<file path="src/rtl/dp_grant_ctrl.sv">
// Two-channel grant controller around the external dual priority encoder.
// Masks in-service requesters from the encoder and times each grant on channels A/B.

module dp_grant_chan #(
  parameter int SVC_CYCLES = 4,
  parameter int NREQ       = 12
) (
  input  logic            clk,
  input  logic            rst_n,
  input  logic            grant,
  input  logic [3:0]      code,
  output logic            idle,
  output logic            vld,
  output logic [3:0]      id,
  output logic            done,
  output logic [NREQ-1:0] mask
);
  typedef enum logic {IDLE, BUSY} state_t;

  localparam logic [3:0]      SVC  = 4'(SVC_CYCLES);
  localparam logic [NREQ-1:0] ONE  = {{(NREQ-1){1'b0}}, 1'b1};

  state_t          state, state_n;
  logic [3:0]      cnt, cnt_n, id_n;
  logic            vld_n, done_n;
  logic [NREQ-1:0] mask_n;

  always_ff @(posedge clk or negedge rst_n) begin
    if (!rst_n) begin
      state <= IDLE;
      cnt   <= '0;
      vld   <= 1'b0;
      id    <= '0;
      done  <= 1'b0;
      mask  <= '0;
    end else begin
      state <= state_n;
      cnt   <= cnt_n;
      vld   <= vld_n;
      id    <= id_n;
      done  <= done_n;
      mask  <= mask_n;
    end
  end

  always_comb begin
    state_n = state;
    cnt_n   = cnt;
    vld_n   = vld;
    id_n    = id;
    done_n  = 1'b0;
    mask_n  = mask;
    if (state == IDLE) begin
      if (grant) begin
        state_n = BUSY;
        vld_n   = 1'b1;
        id_n    = code;
        cnt_n   = SVC;
        mask_n  = ONE << (code - 4'd1);
      end
    end else begin
      if (cnt > 4'd1) begin
        cnt_n = cnt - 4'd1;
      end else begin
        // last service cycle: release the requester and pulse done
        state_n = IDLE;
        vld_n   = 1'b0;
        cnt_n   = '0;
        done_n  = 1'b1;
        mask_n  = '0;
      end
    end
  end

  assign idle = (state == IDLE);
endmodule

module dp_grant_ctrl #(
  parameter int SVC_CYCLES = 4
) (
  input  logic        clk,
  input  logic        rst_n,
  input  logic [11:0] req_in,
  output logic [11:0] enc_req,
  input  logic [3:0]  first,
  input  logic [3:0]  second,
  output logic        gnt_a_vld,
  output logic [3:0]  gnt_a_id,
  output logic        gnt_b_vld,
  output logic [3:0]  gnt_b_id,
  output logic        done_a,
  output logic        done_b,
  output logic [11:0] busy_mask
);
  localparam int NUM_LANES = 2;
  localparam int NREQ      = 12;
  localparam int CW        = 4;

  logic [NUM_LANES-1:0]           idle, grant, vld, done;
  logic [NUM_LANES-1:0][CW-1:0]   code, id;
  logic [NUM_LANES-1:0][NREQ-1:0] mask;

  function automatic logic code_ok(input logic [CW-1:0] c);
    return (c != '0) && (c <= 4'(NREQ));
  endfunction

  // B only sees 'second' when A is also free; otherwise the free channel takes 'first'.
  always_comb begin
    code[0] = first;
    code[1] = idle[0] ? second : first;
    for (int i = 0; i < NUM_LANES; i++)
      grant[i] = idle[i] && code_ok(code[i]);
  end

  always_comb begin
    busy_mask = '0;
    for (int i = 0; i < NUM_LANES; i++)
      busy_mask = busy_mask | mask[i];
  end

  assign enc_req = req_in & ~busy_mask;

  for (genvar g = 0; g < NUM_LANES; g++) begin : g_chan
    dp_grant_chan #(.SVC_CYCLES(SVC_CYCLES), .NREQ(NREQ)) u_chan (
      .clk   (clk),
      .rst_n (rst_n),
      .grant (grant[g]),
      .code  (code[g]),
      .idle  (idle[g]),
      .vld   (vld[g]),
      .id    (id[g]),
      .done  (done[g]),
      .mask  (mask[g])
    );
  end

  assign gnt_a_vld = vld[0];
  assign gnt_a_id  = id[0];
  assign done_a    = done[0];
  assign gnt_b_vld = vld[1];
  assign gnt_b_id  = id[1];
  assign done_b    = done[1];
endmodule

</file>
<file path="config.mk">
export PLATFORM = sky130hd
export DESIGN_NAME = dp_grant_ctrl
export DESIGN_NICKNAME = d
export VERILOG_FILES = /design/src/rtl/dp_grant_ctrl.sv
export SDC_FILE = /design/constraint.sdc
export NUM_CORES = 1
export LEC_CHECK = 0
export ABC_AREA = 1
export CAP_MARGIN = 25
export CORE_MARGIN = 2
export CORE_UTILIZATION = 53
export DETAILED_ROUTE_END_ITERATION = 8
export PLACE_DENSITY = 0.95
export SYNTH_ARGS = -nofsm -noshare
export SYNTH_HDL_FRONTEND = slang
export SYNTH_SLANG_ARGS = --single-unit
</file>
<file path="constraint.sdc">
create_clock -name clk -period 4.5 [get_ports clk]
set_clock_uncertainty 0.05 [all_clocks]
set_input_delay 0.9 -clock clk [delete_from_list [all_inputs] [get_ports clk]]
set_output_delay 0.9 -clock clk [all_outputs]
set_load 0.05 [all_outputs]
</file>
* Word level (Yosys, flattened, before mapping)
Index checks and enable logic that the tools add are counted.
** Storage, ports and cells
- Output and inout port bits :: 36
- Bits in read-only memories :: 0
- Bits in registers :: 46
- Bits in latches :: 0
- Memories kept :: 0
- Bits of input ports :: 22
- Bits in writable memories :: 0
- Word-level logic and storage cells :: 70
** Operators by class
- $add $sub $neg :: 4
- $mul :: 0
- Shifts and indexed selects :: 2
- Eq/ne operators :: 2
- Div/mod/pow operators :: 0
- Reduce and logical (&&, ||, !) cells :: 12
- $lt $le $gt $ge :: 4
- Mux-type cells :: 29
- Bitwise logic cells :: 5
** Operators by type and width (number)
- 2-to-1 mux 12 bit :: 6
- 2-to-1 mux 4 bit :: 7
- left shift 1 x 4 -> 12 bit (first input constant) :: 2
- 2-to-1 mux 1 bit :: 16
- subtractor 4 x 1 -> 4 bit (second input constant) :: 4
- bitwise AND 12 bit :: 1
- NOT 12 bit :: 1
- OR 12 bit :: 1
- greater-than comparator 4 x 1 -> 1 bit (second input constant) :: 2
- <= comparator 4 bit (second input constant) :: 2
- AND reduction 2 bit :: 4
- nonzero test 4 bit :: 2
- logical AND 1 bit :: 4
- inequality test 2 bit (second input constant) :: 2
- nonzero test 2 bit :: 2
- NOT 1 bit :: 2

* Logic depth before layout (Yosys ltp)
- Depth in word-level cells :: 6
- Gate-level depth with buffers :: 11
- Mapped depth without buffers :: 10

* Modules after synthesis
A second synthesis with hierarchy kept.
** Unflattened totals
- Cell total of the unflattened synthesis :: 291
- Area total of the unflattened synthesis :: 2303.5 µm²
** By module, submodules not included
- dp_grant_chan :: area an instance 1008.5 µm², cells an instance 115, instances 2, seq. area each 575.6 µm²
- dp_grant_ctrl :: area an instance 286.5 µm², cells an instance 61, instances 1, seq. area each 0.0 µm²

* Worst setup path after synthesis
No wires, ideal clock.
- Path type :: in2out
- From :: in req_in[0]
- To :: out enc_req[0]
- Setup slack :: 1.972 ns
- Path buffers :: 0
- Data arrival time :: 1.578 ns
- Cell stages on the path :: 2
- Required time :: 3.550 ns
- Cells stage by stage :: inv_1 > nor2_1
** Between the ends
- Longest elaborated chain between the ends :: 1
** RTL lines
- start, declared :: line 83 : input logic [11:0] req_in,
- bitwise AND 12 bit :: line 121 : assign enc_req = req_in & ~busy_mask;
- end, declared :: line 84 : output logic [11:0] enc_req,
No other way between the ends.

* Worst setup path after layout
- From :: in req_in[5]
- To :: out enc_req[5]
Same word-level chain as after synthesis.

==> run_results.csv <==
group,metric,value,unit
worst_setup_path,crit_path_end_kind,"primary output",
clocking,root_buffer,"clkbuf_8",
cells_and_area,mostFrequentLayoutCells,"nand2_1, clkdlybuf4s50_1, dfrtp_1, inv_1, nor2_1",
worst_setup_path,cp_max_fo,1,
clocking,cts_resized,0,
clocking,path_clk_slew,80,ps
sta,fin_crit_sh,0.723,
cells_and_area,multi_input_area,0.00106,sq mm
floorplanning,dieArea,0.00511,sq mm
sta,hold_viol_final,0,
route,vias,2095,
yosys,synth_cell_types,29,
sta,fmax,307,MHz
clocking,clock-sinks,46,
yosys,yosysSeqAreaShare,0.476,
cells_and_area,num-nets-final,371,
clocking,hold_buffers,0,
cells_and_area,area_growth,27.5,%
sta,setup_tns,0,ps
clocking,htreeDepth,2,
clocking,cts_buffers,5,
worst_setup_path,r2r_cells,9,
sta,slew_headroom,0.611,
global_routing,antenna_found_initial,0,
pwr,power_density,760,mW/mm^2
pwr,leakage,1.58,nW
clocking,cts.path.max_buffers,2,
worst_setup_path,arrival,2300,ps
floorplanning,start_util,0.551,
yosys,synth_cells,288,
worst_setup_path,r2r_end,"g_chan[1].u_chan.mask[11]",
worst_setup_path,cp-start-kind,"input port",
cells_and_area,fill_cells,321,
yosys,yosys_warnings,0,
clocking,cts_post_setup_buffers_inserted,0,
yosys,synth.net_count,314,
route,dr.pass1.iters,4,
sta,timing.hold.ws,386,ps
worst_setup_path,r2r_slack,2440,ps
worst_setup_path,worst-endpoint-required,3550,ps
yosys,syn-cell-area,0.00242,sq mm
run,maxCapViolations,0,
place,place.gp.congestion,0.897,
global_routing,grt_max_degree,47,
outcome,outcome,"complete, no violations",
yosys,synth_area_per_cell,8.39,sq um
route,antenna_left,0,
global_routing,grt_pass1_vias,2058,
worst_hold_path,worstHoldPathType,"in2async",
floorplanning,die_w,71.5,microns
worst_setup_path,r2r-start,"g_chan[0].u_chan.state",
floorplanning,rows,24,
route,drt-initial-drc-count,181,
route,avgViaCountPerCell,5.26,
cells_and_area,mostFrequentLayoutCell,"nand2_1",
place,io_buffers,57,
sta,setup_viol,0,
global_routing,track_usage,0.217,
yosys,ys_ff_latch,46,
floorplanning,num_io_pins,58,
global_routing,grt_overflow,0,
clocking,cts_tree,"yes",
sta,rsz0062_at_grt,"no",
global_routing,grt_pass1_wl,8.87,mm
cells_and_area,drive_gt1_frac,0.168,
cells_and_area,seq_area,0.00115,sq mm
sta,drv_slew,0,
place,hpwl,3.86,mm
route,wl,5.22,mm
route,post_drt_wl_per_cell,13.1,microns
pwr,irDropWorstVdd,448,uV
clocking,insertion_delay,290,ps
sta,tightest_slew,582,ps
cells_and_area,diodes,0,
floorplanning,fp.dieH,71.5,microns
sta,period_needed,3250,ps
route,route.detailed.drc,0,
worst_setup_path,critical_path_class,"in2out",
floorplanning,coreArea,0.00438,sq mm
## critical path: stages
cell and delay [ps]:
clkdlybuf4s50_1 460, inv_1 40, nor2_1 100, clkdlybuf4s50_1 810
## worst max-delay path by stage
stage               depth (start not counted)       from    endpoint
finish                                      4  req_in[5]  enc_req[5]
CTS                                         4  req_in[5]  enc_req[5]
floorplan                                   2  req_in[0]  enc_req[0]
global placement                            4  req_in[0]  enc_req[0]
global route                                4  req_in[4]  enc_req[4]
detailed placement                          4  req_in[5]  enc_req[5]
## cell usage after synthesis, drive strengths merged
cell / count / area share
nand3: 29 / 0.078
inv: 32 / 0.051
dfrtp: 46 / 0.48
nand4: 8 / 0.021
o21ai: 16 / 0.036
or2: 18 / 0.047
buf: 8 / 0.032
nor2: 27 / 0.045
nand2: 88 / 0.16
clkinv: 1 / 0.0016
ha: 4 / 0.021
o211ai: 1 / 0.0031
nor3: 4 / 0.0083
o22ai: 2 / 0.0052
xor2: 2 / 0.0073
a21oi: 2 / 0.0057
## flip-flops by register name (all words and copies together) (netlist names)
name,cells
g_chan.u_chan.cnt,8
g_chan.u_chan.done,2
g_chan.u_chan.id,8
g_chan.u_chan.mask,24
g_chan.u_chan.state,2
g_chan.u_chan.vld,2
## cell type report
cell class / count / share of cell area
clock buffers: 7 / 0.0280
clock inverters: 1 / 0.00162
inverters: 33 / 0.0410
multi-input cells: 201 / 0.344
flip-flops and latches: 46 / 0.374
well taps: 52 / 0.0211
repair buffers: 58 / 0.190
## metal layers
metal | wire length, microns | share of wire | GRT usage | up-vias
met5 | 0 | 0 | 0 | -
li1 | - | - | - | 1023
met1 | 2130 | 0.41 | 0.258 | 990
met3 | 295 | 0.057 | 0.0520 | 14
met4 | 104 | 0.020 | 0.0818 | 0
met2 | 2690 | 0.52 | 0.381 | 68
## power by group
part           total, mW  internal [mW]  switching [mW]
sequential         0.666          0.561           0.106
combinational       1.42          0.448           0.970
clock              0.257          0.124           0.133
total               2.34           1.13            1.21
## cell families (layout without fill, tap and decap cells)
logic type / Yosys count / count (layout) / synth area share
simple gates: 174 / 174 / 0.361
fa+ha+maj: 4 / 4 / 0.0207
xor+xnor: 2 / 2 / 0.00725
flops: 46 / 46 / 0.476
compound gates: 21 / 21 / 0.0502
buf+inv: 41 / 99 / 0.0844
## stage by stage
stage / setup slack, ps / utilization / cells / area, sq um / total power [mW]
finish: 1250 / 0.703 / 398 / 3080 / 2.34
floorplan: 1970 / - / 288 / 2420 / 1.72
CTS: 1230 / 0.698 / 397 / 3060 / 2.35
global placement: 1280 / 0.677 / 389 / 2970 / 2.04
global route: 1170 / 0.703 / 398 / 3080 / 2.49
detailed placement: 1230 / 0.677 / 389 / 2970 / 2.08
Note: power is estimated with default switching activity, not from simulation.
==> variant: new RTL, same flow settings <==
Make the reset (`rst_n`) synchronous in one clocked block.
--- a/src/rtl/dp_grant_ctrl.sv
+++ b/src/rtl/dp_grant_ctrl.sv
@@ -25,7 +25,7 @@
   logic            vld_n, done_n;
   logic [NREQ-1:0] mask_n;
 
-  always_ff @(posedge clk or negedge rst_n) begin
+  always_ff @(posedge clk) begin
     if (!rst_n) begin
       state <= IDLE;
       cnt   <= '0;
Behaviour: differs if rst_n is asserted again (counterexample within 4 cycles, from zero or initial values and one cycle with rst_n low); with rst_n held inactive, the same outputs for 10 cycles.
==> variant against the original RTL <==
Core utilization down 0.46 points. Global-route usage is 1.0 points higher. Sequential cell count did not move. Largest cell class is now multi-input combinational cells. Cell area fell by 1.3%. Synthesized area decreased by 0.93%. Routed wire length grew 5.0%. Worst setup slack better by 0.0024 ns.
Power is not compared: it rests on default switching activity, and its combinational part moved more than twofold at a synthesized area within 25%.
==> variant: results (changes against the original RTL) <==
Synth async-reset ratio 0 (was 1.00); total track usage 0.227 (was 0.217); Inst Count DP 408 (was 389); share of cells above drive strength 1 0.190 (was 0.168); WHS 0.408 ns (was 0.386 ns); Synth cell types 31 (was 29); LEAKAGE 1.23 nW; post-cts resize count 0 (unchanged); FF-to-FF End g_chan[1].u_chan.id[2] (was g_chan[1].u_chan.mask[11]); Vias/cell 5.38 (was 5.26); Detail Placement HPWL 3910 um (was 3860 um); worst slew pin tran 0.664 ns (was 0.582 ns); clk buf depth 2 (unchanged); syn_nets 337 (was 314); Synth top cells by count dfxtp_1 (46), nand2_1 (43), a21oi_1 (34) (was nand2_1 (73), dfrtp_1 (46), inv_1 (27)); post-synthesis cell count 311 (was 288); first-pass GRT wire length 9260 um (was 8870 um); grt met2 use 0.379 (was 0.381); Wirelength per Cell 13.2 um (was 13.1 um); GRT met3 Usage 0.0470 (was 0.0520); Non-Filler Instances 416 (was 398); CP endpoint enc_req[9] (was enc_req[5]); GR Util met1 0.280 (was 0.258); crit path from req_in[9] (was req_in[5]); nets 389 (was 371); fin crit share 0.722 (was 0.723); H-tree Lvls 2 (unchanged); DR WL met3 359 um (was 295 um); XOR/XNOR share of the synthesized area 0.0146 (was 0.00725); Area contributors post-synth dfxtp_1 (38%), a21oi_1 (7.1%), nand2_1 (6.7%) (was dfrtp_1 (48%), nand2_1 (11%), or2_2 (4.7%)); Largest regs g_chan.u_chan.mask x24, g_chan.u_chan.cnt x8, g_chan.u_chan.id x8 (unchanged); Synth Area in Adders 0.0209 (was 0.0207); initial detailed-routing violation count 216 (was 181); sink of the worst hold path g_chan[0].u_chan.mask[11]; status completed (unchanged); R2R Setup Slk 2.32 ns (was 2.44 ns); Hold Crit Class reg -> reg (was in -> async); M1 wire length 2260 um (was 2130 um); largest net degree at the start of global routing 33 (was 47); post-synthesis sequential area ratio 0.385 (was 0.476); WL met2 2690 um (about the same); number of global-route vias before repair 2092 (was 2058); Worst Reg-to-Reg Cells 10 (was 9); placed cell areas 0.00293 mm^2 (was 0.00297 mm^2); most common cell after layout, fill and taps aside clkdlybuf4s50_1 (was nand2_1); routability cong. 0.876 (was 0.897); r2r startpoint g_chan[0].u_chan.state (unchanged); compound-cell area share of the yosys netlist 0.123 (was 0.0502); pre-CTS setup slack 1.24 ns (was 1.23 ns); Hold Vio Cnt, Final 0 (unchanged)
[variant: cell count changes in the layout (fill, tap and decap cells not counted), sizes merged, moves of 2 or more]
cell,before,now
o21ai,16,7
or2,18,20
xnor2,0,2
dfrtp,46,0
nand2,88,63
clkbuf,7,5
nand4,8,13
nor3,4,6
a21oi,2,43
dfxtp,0,46
[variant: power by group through the flow]
stage / combinational (mW) / sequential [mW] / clock (mW)
6_report: 0.428 / 0.477 / 0.301
2_1_floorplan: 0.286 / 0.526 / 0
4_1_cts: 0.429 / 0.476 / 0.307
5_1_grt: 0.462 / 0.482 / 0.323
3_3_place_gp: 0.415 / 0.483 / 0
3_5_place_dp: 0.426 / 0.486 / 0
[variant: layout make-up]
class / instances / area [um^2]
fill: 329 / 1320
multi-input combinational: 219 / 1240
sequential: 46 / 921
timing repair buffer: 58 / 578
inverter: 33 / 124
clock buffer: 5 / 68.8
tap: 52 / 65.1
clock inverter: 3 / 40.0
